File: config.mk
export PLATFORM = sky130hd
export DESIGN_NAME = mem_port_arbiter_flat
export DESIGN_NICKNAME = d
export VERILOG_FILES = /design/src/rtl/mem_port_arbiter_if.sv /design/src/rtl/mem_port_arbiter.sv /design/src/flat_wrapper.sv
export SDC_FILE = /design/constraint.sdc
export NUM_CORES = 1
export LEC_CHECK = 0
export CORE_MARGIN = 2
export CORE_UTILIZATION = 41
export DETAILED_ROUTE_END_ITERATION = 6
export GPL_ROUTABILITY_DRIVEN = 0
export GPL_TIMING_DRIVEN = 1
export PLACE_DENSITY = 0.9
export RECOVER_POWER = 25
export SYNTH_ARGS = -nofsm -noshare
export SYNTH_HDL_FRONTEND = slang
export SYNTH_SLANG_ARGS = --single-unit
export TNS_END_PERCENT = 5
File: constraint.sdc
create_clock -name i_clock -period 1.8 [get_ports i_clock]
set_input_delay 0.18 -clock i_clock [delete_from_list [all_inputs] [get_ports i_clock]]
set_output_delay 0.18 -clock i_clock [all_outputs]
set_load 0.01 [all_outputs]
File: src/rtl/mem_port_arbiter_if.sv
// Handshake bundle around mem_port_arbiter: CPU fetch port, CPU data port and the memory-side port.
// Signal prefixes (i_/o_) are named from the arbiter's point of view.
interface mem_port_arbiter_if #(
    parameter int ADDR_W = 32,
    parameter int DATA_W = 32
);
    logic              i_ifReq;
    logic [ADDR_W-1:0] i_ifAddr;
    logic              o_ifGnt;
    logic              o_ifRvalid;
    logic [DATA_W-1:0] o_ifRdata;

    logic              i_dReq;
    logic              i_dWe;
    logic [3:0]        i_dBe;
    logic [ADDR_W-1:0] i_dAddr;
    logic [DATA_W-1:0] i_dWdata;
    logic              o_dGnt;
    logic              o_dRvalid;
    logic [DATA_W-1:0] o_dRdata;

    logic              o_memReq;
    logic              o_memWe;
    logic [3:0]        o_memBe;
    logic [ADDR_W-1:0] o_memAddr;
    logic [DATA_W-1:0] o_memWdata;
    logic              i_memReady;
    logic              i_memRvalid;
    logic [DATA_W-1:0] i_memRdata;

    logic              o_busy;
    logic              o_errResp;

    modport slave (
        input  i_ifReq, i_ifAddr, i_dReq, i_dWe, i_dBe, i_dAddr, i_dWdata,
        input  i_memReady, i_memRvalid, i_memRdata,
        output o_ifGnt, o_ifRvalid, o_ifRdata, o_dGnt, o_dRvalid, o_dRdata,
        output o_memReq, o_memWe, o_memBe, o_memAddr, o_memWdata, o_busy, o_errResp
    );

    modport master (
        output i_ifReq, i_ifAddr, i_dReq, i_dWe, i_dBe, i_dAddr, i_dWdata,
        output i_memReady, i_memRvalid, i_memRdata,
        input  o_ifGnt, o_ifRvalid, o_ifRdata, o_dGnt, o_dRvalid, o_dRdata,
        input  o_memReq, o_memWe, o_memBe, o_memAddr, o_memWdata, o_busy, o_errResp
    );
endinterface

File: src/rtl/mem_port_arbiter.sv
// Shares one single-ported memory between instruction fetch and load/store traffic.
// Data has priority; a starvation counter forces a fetch win after STARVE_LIMIT data wins.
module mem_port_arbiter #(
    parameter int ADDR_W       = 32,
    parameter int DATA_W       = 32,
    parameter int STARVE_LIMIT = 4
) (
    input  logic                i_clock,
    input  logic                i_resetn,
    mem_port_arbiter_if.slave   bus
);
    typedef enum logic [1:0] {
        S_IDLE = 2'd0,
        S_REQ  = 2'd1,
        S_RESP = 2'd2
    } state_t;

    localparam logic [3:0] C_LIMIT = 4'(STARVE_LIMIT);

    state_t            r_state;
    logic              r_owner_d;
    logic [3:0]        r_starve;
    logic              r_we;
    logic [3:0]        r_be;
    logic [ADDR_W-1:0] r_addr;
    logic [DATA_W-1:0] r_wdata;
    logic              r_if_rvalid;
    logic [DATA_W-1:0] r_if_rdata;
    logic              r_d_rvalid;
    logic [DATA_W-1:0] r_d_rdata;
    logic              r_err;

    logic              w_any_req;
    logic              w_data_wins;
    logic              w_in_req;

    assign w_any_req   = bus.i_ifReq | bus.i_dReq;
    // Data wins whenever it asks, except when a waiting fetch has already lost STARVE_LIMIT times in a row.
    assign w_data_wins = bus.i_dReq & ~(bus.i_ifReq & (r_starve == C_LIMIT));
    assign w_in_req    = (r_state == S_REQ);

    always_ff @(posedge i_clock or negedge i_resetn) begin
        if (!i_resetn) begin
            r_state     <= S_IDLE;
            r_owner_d   <= 1'b0;
            r_starve    <= '0;
            r_we        <= 1'b0;
            r_be        <= '0;
            r_addr      <= '0;
            r_wdata     <= '0;
            r_if_rvalid <= 1'b0;
            r_if_rdata  <= '0;
            r_d_rvalid  <= 1'b0;
            r_d_rdata   <= '0;
            r_err       <= 1'b0;
        end else begin
            r_if_rvalid <= 1'b0;
            r_if_rdata  <= '0;
            r_d_rvalid  <= 1'b0;
            r_d_rdata   <= '0;
            if (bus.i_memRvalid && (r_state != S_RESP)) begin
                r_err <= 1'b1;
            end
            case (r_state)
                S_IDLE: begin
                    if (w_any_req) begin
                        r_state   <= S_REQ;
                        r_owner_d <= w_data_wins;
                        if (w_data_wins) begin
                            r_we    <= bus.i_dWe;
                            r_be    <= bus.i_dBe;
                            r_addr  <= bus.i_dAddr;
                            r_wdata <= bus.i_dWdata;
                            if (bus.i_ifReq && (r_starve != C_LIMIT)) begin
                                r_starve <= r_starve + 4'd1;
                            end else if (!bus.i_ifReq) begin
                                r_starve <= '0;
                            end
                        end else begin
                            r_we     <= 1'b0;
                            r_be     <= 4'hF;
                            r_addr   <= bus.i_ifAddr;
                            r_wdata  <= '0;
                            r_starve <= '0;
                        end
                    end
                end
                S_REQ: begin
                    if (bus.i_memReady) begin
                        r_state <= S_RESP;
                    end
                end
                S_RESP: begin
                    if (bus.i_memRvalid) begin
                        r_state <= S_IDLE;
                        if (r_owner_d) begin
                            r_d_rvalid <= 1'b1;
                            r_d_rdata  <= r_we ? '0 : bus.i_memRdata;
                        end else begin
                            r_if_rvalid <= 1'b1;
                            r_if_rdata  <= bus.i_memRdata;
                        end
                    end
                end
                default: r_state <= S_IDLE;
            endcase
        end
    end

    // Grants are combinational so the requester learns of acceptance in the same cycle as the memory.
    assign bus.o_ifGnt    = w_in_req & bus.i_memReady & ~r_owner_d;
    assign bus.o_dGnt     = w_in_req & bus.i_memReady &  r_owner_d;
    assign bus.o_ifRvalid = r_if_rvalid;
    assign bus.o_ifRdata  = r_if_rdata;
    assign bus.o_dRvalid  = r_d_rvalid;
    assign bus.o_dRdata   = r_d_rdata;
    assign bus.o_memReq   = w_in_req;
    assign bus.o_memWe    = r_we;
    assign bus.o_memBe    = r_be;
    assign bus.o_memAddr  = r_addr;
    assign bus.o_memWdata = r_wdata;
    assign bus.o_busy     = (r_state != S_IDLE);
    assign bus.o_errResp  = r_err;
endmodule

File: src/flat_wrapper.sv
// flat-port wrapper written by rule: the top's interface ports become plain ports
module mem_port_arbiter_flat 
#(
    parameter int ADDR_W       = 32,
    parameter int DATA_W       = 32,
    parameter int STARVE_LIMIT = 4
)
  (i_clock, i_resetn, bus_i_ifReq, bus_i_ifAddr, bus_i_dReq, bus_i_dWe, bus_i_dBe, bus_i_dAddr, bus_i_dWdata, bus_i_memReady, bus_i_memRvalid, bus_i_memRdata, bus_o_ifGnt, bus_o_ifRvalid, bus_o_ifRdata, bus_o_dGnt, bus_o_dRvalid, bus_o_dRdata, bus_o_memReq, bus_o_memWe, bus_o_memBe, bus_o_memAddr, bus_o_memWdata, bus_o_busy, bus_o_errResp);
  mem_port_arbiter_if #(.ADDR_W(ADDR_W), .DATA_W(DATA_W)) bus_i ();
  input  logic i_clock;
  input  logic i_resetn;
  input wire logic [$bits(bus_i.i_ifReq)-1:0] bus_i_ifReq;
  input wire logic [$bits(bus_i.i_ifAddr)-1:0] bus_i_ifAddr;
  input wire logic [$bits(bus_i.i_dReq)-1:0] bus_i_dReq;
  input wire logic [$bits(bus_i.i_dWe)-1:0] bus_i_dWe;
  input wire logic [$bits(bus_i.i_dBe)-1:0] bus_i_dBe;
  input wire logic [$bits(bus_i.i_dAddr)-1:0] bus_i_dAddr;
  input wire logic [$bits(bus_i.i_dWdata)-1:0] bus_i_dWdata;
  input wire logic [$bits(bus_i.i_memReady)-1:0] bus_i_memReady;
  input wire logic [$bits(bus_i.i_memRvalid)-1:0] bus_i_memRvalid;
  input wire logic [$bits(bus_i.i_memRdata)-1:0] bus_i_memRdata;
  output wire logic [$bits(bus_i.o_ifGnt)-1:0] bus_o_ifGnt;
  output wire logic [$bits(bus_i.o_ifRvalid)-1:0] bus_o_ifRvalid;
  output wire logic [$bits(bus_i.o_ifRdata)-1:0] bus_o_ifRdata;
  output wire logic [$bits(bus_i.o_dGnt)-1:0] bus_o_dGnt;
  output wire logic [$bits(bus_i.o_dRvalid)-1:0] bus_o_dRvalid;
  output wire logic [$bits(bus_i.o_dRdata)-1:0] bus_o_dRdata;
  output wire logic [$bits(bus_i.o_memReq)-1:0] bus_o_memReq;
  output wire logic [$bits(bus_i.o_memWe)-1:0] bus_o_memWe;
  output wire logic [$bits(bus_i.o_memBe)-1:0] bus_o_memBe;
  output wire logic [$bits(bus_i.o_memAddr)-1:0] bus_o_memAddr;
  output wire logic [$bits(bus_i.o_memWdata)-1:0] bus_o_memWdata;
  output wire logic [$bits(bus_i.o_busy)-1:0] bus_o_busy;
  output wire logic [$bits(bus_i.o_errResp)-1:0] bus_o_errResp;
  assign bus_i.i_ifReq = bus_i_ifReq;
  assign bus_i.i_ifAddr = bus_i_ifAddr;
  assign bus_i.i_dReq = bus_i_dReq;
  assign bus_i.i_dWe = bus_i_dWe;
  assign bus_i.i_dBe = bus_i_dBe;
  assign bus_i.i_dAddr = bus_i_dAddr;
  assign bus_i.i_dWdata = bus_i_dWdata;
  assign bus_i.i_memReady = bus_i_memReady;
  assign bus_i.i_memRvalid = bus_i_memRvalid;
  assign bus_i.i_memRdata = bus_i_memRdata;
  assign bus_o_ifGnt = bus_i.o_ifGnt;
  assign bus_o_ifRvalid = bus_i.o_ifRvalid;
  assign bus_o_ifRdata = bus_i.o_ifRdata;
  assign bus_o_dGnt = bus_i.o_dGnt;
  assign bus_o_dRvalid = bus_i.o_dRvalid;
  assign bus_o_dRdata = bus_i.o_dRdata;
  assign bus_o_memReq = bus_i.o_memReq;
  assign bus_o_memWe = bus_i.o_memWe;
  assign bus_o_memBe = bus_i.o_memBe;
  assign bus_o_memAddr = bus_i.o_memAddr;
  assign bus_o_memWdata = bus_i.o_memWdata;
  assign bus_o_busy = bus_i.o_busy;
  assign bus_o_errResp = bus_i.o_errResp;
  mem_port_arbiter #(.ADDR_W(ADDR_W), .DATA_W(DATA_W), .STARVE_LIMIT(STARVE_LIMIT)) u_core (.i_clock(i_clock), .i_resetn(i_resetn), .bus(bus_i));
endmodule
== Word-level counts from Yosys, hierarchy flattened ==
Cells that the tools add are included.

* Flip-flop bits (word level): 143
* Word-level logic and storage cells: 61

* $add $sub $neg: 1
* Equality and inequality tests: 9
* Muxes and demuxes: 24
* Bitwise operators: 8
* Reduce and logical (&&, ||, !) cells: 7

{| class="wikitable"
|+ Operators with widths
! operator !! number
|-
| two-way mux 32 bit || 9
|-
| two-way mux 4 bit || 4
|-
| two-way mux 1 bit || 7
|-
| two-way mux 2 bit || 3
|-
| != test 2 bit, second input constant || 3
|-
| one-hot mux 2 bit (3 select lines) || 1
|-
| AND reduction 3 bit || 2
|-
| bitwise AND 1 bit || 5
|-
| adder 4 x 1 -> 4 bit, second input constant || 1
|-
| == test 4 x 3 -> 1 bit, second input constant || 1
|-
| != test 4 x 3 -> 1 bit, second input constant || 1
|-
| != test 3 bit, second input constant || 1
|-
| == test 2 x 1 -> 1 bit, second input constant || 1
|-
| == test 2 bit, second input constant || 1
|-
| logical AND 1 bit || 2
|-
| logical NOT 2 bit || 1
|-
| != test 2 x 1 -> 1 bit, second input constant || 1
|-
| NOT 1 bit || 2
|-
| AND reduction 2 bit || 1
|-
| nonzero test 2 bit || 1
|-
| bitwise OR 1 bit || 1
|}

== Depth between registers and ports, before layout ==
* Word-level depth: 6
* Gate-level depth with buffers: 7
* Gate-level depth less buffers: 5

== Worst setup path before layout ==
OpenSTA, ideal clock, no wires.

* Path kind: flip-flop to flip-flop
* Start point: register u_core.r_starve[0]
* End point: register u_core.r_wdata[11], in the netlist u_core.bus.o_memWdata[11]
* Library setup time: 132 ps
* Arrival: 1,321 ps
* Required time: 1,668 ps
* Slack: 348 ps
* Cell stages (with the launch flop): 7
* Clock period less this slack: 1,452 ps
* Path through: dfrtp_1 > inv_1 > ha_1 > nand4b_2 > nand2_1 > clkbuf_1 > o2bb2ai_1

* Cells in the longest elaborated chain, start to end: 5

{| class="wikitable"
|+ RTL lines
! element !! line !! text
|-
| start: declaration || mem_port_arbiter.sv:22 || <nowiki>logic [3:0] r_starve;</nowiki>
|-
| start signal: assignment || mem_port_arbiter.sv:75 || <nowiki>r_starve <= r_starve + 4'd1;</nowiki>
|-
| == test 4 x 3 -> 1 bit || mem_port_arbiter.sv:39 || <nowiki>assign w_data_wins = bus.i_dReq & ~(bus.i_ifReq & (r_starve == C_LIMIT));</nowiki>
|-
| bitwise AND 1 bit || mem_port_arbiter.sv:39 ||
|-
| NOT 1 bit || mem_port_arbiter.sv:39 ||
|-
| bitwise AND 1 bit || mem_port_arbiter.sv:39 ||
|-
| two-way mux 32 bit || mem_port_arbiter.sv:69 || <nowiki>if (w_data_wins) begin</nowiki>
|-
| end signal: assignment || mem_port_arbiter.sv:73 || <nowiki>r_wdata <= bus.i_dWdata;</nowiki>
|-
| end: declaration || mem_port_arbiter.sv:26 || <nowiki>logic [DATA_W-1:0] r_wdata;</nowiki>
|}

No other way between the ends.
A chain may end at the register's enable or synchronous reset.

== Worst setup path in the final report ==
* Start point: register u_core.r_state[0]
* End point: output bus_o_dGnt

* Cells in the longest elaborated chain, start to end: 3

{| class="wikitable"
|+ RTL lines
! element !! line !! text
|-
| start: declaration || mem_port_arbiter.sv:20 || <nowiki>state_t r_state;</nowiki>
|-
| start signal: assignment || mem_port_arbiter.sv:44 || <nowiki>r_state <= S_IDLE;</nowiki>
|-
| start signal: assignment || mem_port_arbiter.sv:67 || <nowiki>r_state <= S_REQ;</nowiki>
|-
| start signal: assignment || mem_port_arbiter.sv:90 || <nowiki>r_state <= S_RESP;</nowiki>
|-
| == test 2 x 1 -> 1 bit || mem_port_arbiter.sv:40 || <nowiki>assign w_in_req = (r_state == S_REQ);</nowiki>
|-
| bitwise AND 1 bit (2 in a row) || mem_port_arbiter.sv:112 || <nowiki>assign bus.o_dGnt = w_in_req & bus.i_memReady & r_owner_d;</nowiki>
|-
| end: declaration || flat_wrapper.sv:25 || <nowiki>output wire logic [$bits(bus_i.o_dGnt)-1:0] bus_o_dGnt;</nowiki>
|}

No other way between the ends.

==> metrics.txt <==
proportion of synthesized chip area in sequential cells=61.9%; worst slew margin relative to its limit=38.6%; outcome=complete, no violations; overall fraction of global-route tracks in use=24.0%; antenna-violating nets left=0; final wirelength=17,700 um; Slew Viols, Final=0; starting density of the core=41.8%; vias after detailed routing=5,168; TritonCTS Buffers=17; adder and majority gate portion of the synthesized area=0.433%; post-synthesis xor/xnor area fraction=0%; via count of the first global-routing pass=5,341; Required @ worst endpoint=1.62 ns; path type of the worst min-delay path=primary input to register; Placeable Area=13,800 um2; biggest fanout along the worst timing path=4; Mapped Nets=642; sink count of the clock tree=143; origin of the worst setup path=u_core.r_state[0]$_DFFE_PN0P_; count of different cell masters after synthesis=31; Net Switching=4.36 mW; largest net degree at the start of global routing=62; Starting DRT DRC Count=323; switching portion of total power=33.1%; leading register cell type out of synthesis=dfrtp_1; total grt overflow=0; Max clock buf depth=2; combinational fraction of design power=39.4%; Hold Vio Cnt, Final=0; number of instances in the synthesized netlist=501; setup repair after global routing missed its margin=false; antenna violations before repair=0; Power Total=13.2 mW; TritonCTS clock tree=built; Top Family by Delay on Critical Path=flip-flops; Post-synth EDFFs=0; capturing element type of the critical path=output port; root buffer cell=clkbuf_16; count of input and output buffers=278; per-cell via count in the routed design=5.33; final critical-path share of the clock period=90.5%; Hold Path Origin=bus_i_dWdata[12]; Clock Power Share=25.6%; post-synthesis share of cell area spent on and, or, nand and nor gates=19.0%; share of layout cells above drive strength 1=8.61%; number of nets in the layout=918; setup skew after layout=0.00853 ns; worst slack, placed=0.129 ns; post-synth design cell area=5780 um2; crit-path cells=nor2b_4, and3_1, dlygate4sd2_1; post-route core utilization=68.3%; clock-pin slew on the worst setup and hold paths=0.06 ns; Startpoint Class=register; count of TritonRoute iterations in the first routing pass=5; Die ar.=15,100 um2; Warnings, synthesis=0; cell row count=43; Avg Cell Area, Syn=11.5 um2; async set or reset register ratio after synthesis=100%; leakage power of the design=3.95 nW; mux cell area share after synthesis=0%; Peak supply drop=0.777 mV; dominant combinational cell family by area after synthesis=simple AND/OR/NAND/NOR gates; post-synthesis register bit count=143; CP peak stage delay=0.40 ns; slowest cell on the critical path=dfrtp_1; achievable frequency=614 MHz; Chip Height=123 um; average wire per standard cell=18.2 um; FF-to-FF Start=u_core.r_state[1]$_DFFE_PN0P_; setup ws final=0.171 ns; detailed placement HPWL=12,200 um; Chip Width=123 um; boundary pin count=279; final number of setup-violating endpoints=0; total negative slack for setup checks=0 ns; global-route wire length before repair=27,700 um; number of remaining DRC errors=0; sequential power share=35.0%; insertion delay to the later sink of the worst-skew pair=0.41 ns; area grow syn2layout=63.4%; antenna diode count=0; number of buffer and inverter stages on the critical path=1; Tmin final=1.63 ns; power per cell area=1390 nW/um2; count of maximum capacitance violations=0; Int Pwr=8.82 mW; slew of the pin with the lowest slew margin=0.921 ns; synthesized-area fraction occupied by ao, oa, aoi and oai cells=13.9%; worst setup path class=register to output port; H-tree level count=4; Crit path arrival time=1.45 ns
-- final timing paths --
| kind | slack, ns | to | depth (start not counted) |
|---|---|---|---|
| max | 0.17 | bus_o_dGnt | 3 |
| min in group asynchronous | 0.43 | u_core.bus.o_dRdata[10]$_DFF_PN0_ | 2 |
| max reg2reg | 0.22 | u_core.bus.o_memWdata[21]$_DFFE_PN0P_ | 6 |
| min reg2reg | 0.46 | u_core.bus.o_errResp$_DFFE_PN0P_ | 1 |
| max in group asynchronous | 0.30 | u_core.bus.o_memAddr[3]$_DFFE_PN0P_ | 3 |
| min | 0.32 | u_core.bus.o_memWdata[12]$_DFFE_PN0P_ | 3 |
-- cell usage after synthesis (2+ instances only) --
cell       number  area share [%]
o311ai_0        2            0.30
nand4_1        32             3.5
buf_2          23             2.0
dfrtp_1       143              62
clkbuf_1       21             1.4
o21ai_0        38             3.3
ha_1            2            0.43
nor3_1          4            0.35
nor2_1          4            0.26
a2bb2oi_1       4            0.61
nand2_1         4            0.26
and2_1         65             7.0
nand3_1        66             5.7
o2bb2ai_1      35             5.3
buf_6           5            0.97
and3_1          2            0.22
nand2b_1        3            0.32
o211ai_1       32             4.2
inv_1           4            0.26
-- routing by layer --
metal	GRT usage [%]	up-vias	part of all wire (%)
met5	0	-	0
met4	11.1	0	3.4
met3	9.53	47	10
met2	38.3	261	49
met1	28.3	2491	38
li1	-	2369	-
-- power by group through the flow --
stage               Sequential [mW]  Clock [mW]  Combinational [mW]
detailed placement             4.62           0                5.17
finish                         4.61        3.37                5.18
floorplan                      4.95           0                1.99
global placement               4.60           0                5.04
global route                   4.71        3.58                5.63
CTS                            4.61        3.44                5.22
-- placed cells by master (no fill, tap or decap), types with 6 or more instances in the layout --
master	count
and2_1	65
buf_12	9
buf_4	18
clkbuf_16	17
clkdlybuf4s50_1	273
dfrtp_1	142
inv_6	6
nand3_1	66
nand4_1	32
o211ai_1	32
o21ai_0	38
o2bb2ai_1	35
-- cell families after synthesis --
kind of cell,Yosys count
adders and majority gates,2
AOI/OAI and AO/OA,113
buffers and inverters,54
and+or+nand+nor,189
DFF,143
-- what timing repair did --
action	in CTS	in global routing
hold endpoints to repair	36	0
setup buffers	1	0
setup endpoints to repair	4	1
hold buffers	1	0
cloned	0	0
gates resized for setup	6	1
pin swaps	1	0
-- tightest hold or removal path: stages --
cell and delay, ns:
clkdlybuf4s50_1 0.39, nand3_1 0.06, o2bb2ai_1 0.05
-- area by class of cell --
type / count / area (um2)
multi-input cells: 304 / 1940
repair buffers: 307 / 3110
clock inverters: 12 / 123
inverters: 4 / 15.0
clock buffers: 20 / 447
well taps: 180 / 225
fillers: 1007 / 4380
flip-flops and latches: 143 / 3580
-- through the flow --
step	area [um2]	hold slack, ns	cells
3_3_place_gp	8870	0.0965	936
6_report	9450	0.316	970
3_5_place_dp	8870	0.101	936
4_1_cts	9460	0.225	970
5_1_grt	9450	0.316	970
2_1_floorplan	5780	-0.116	501
-- flip-flops by register name, indices dropped and copies added (netlist names) --
name	count
u_core.bus.o_ifRvalid	1
u_core.r_starve	4
u_core.bus.o_memAddr	32
u_core.bus.o_dRvalid	1
u_core.r_state	2
u_core.bus.o_memWe	1
u_core.bus.o_errResp	1
u_core.bus.o_ifRdata	32
u_core.bus.o_memBe	4
u_core.bus.o_dRdata	32
u_core.r_owner_d	1
u_core.bus.o_memWdata	32
Power figures use the tool's default switching activity.
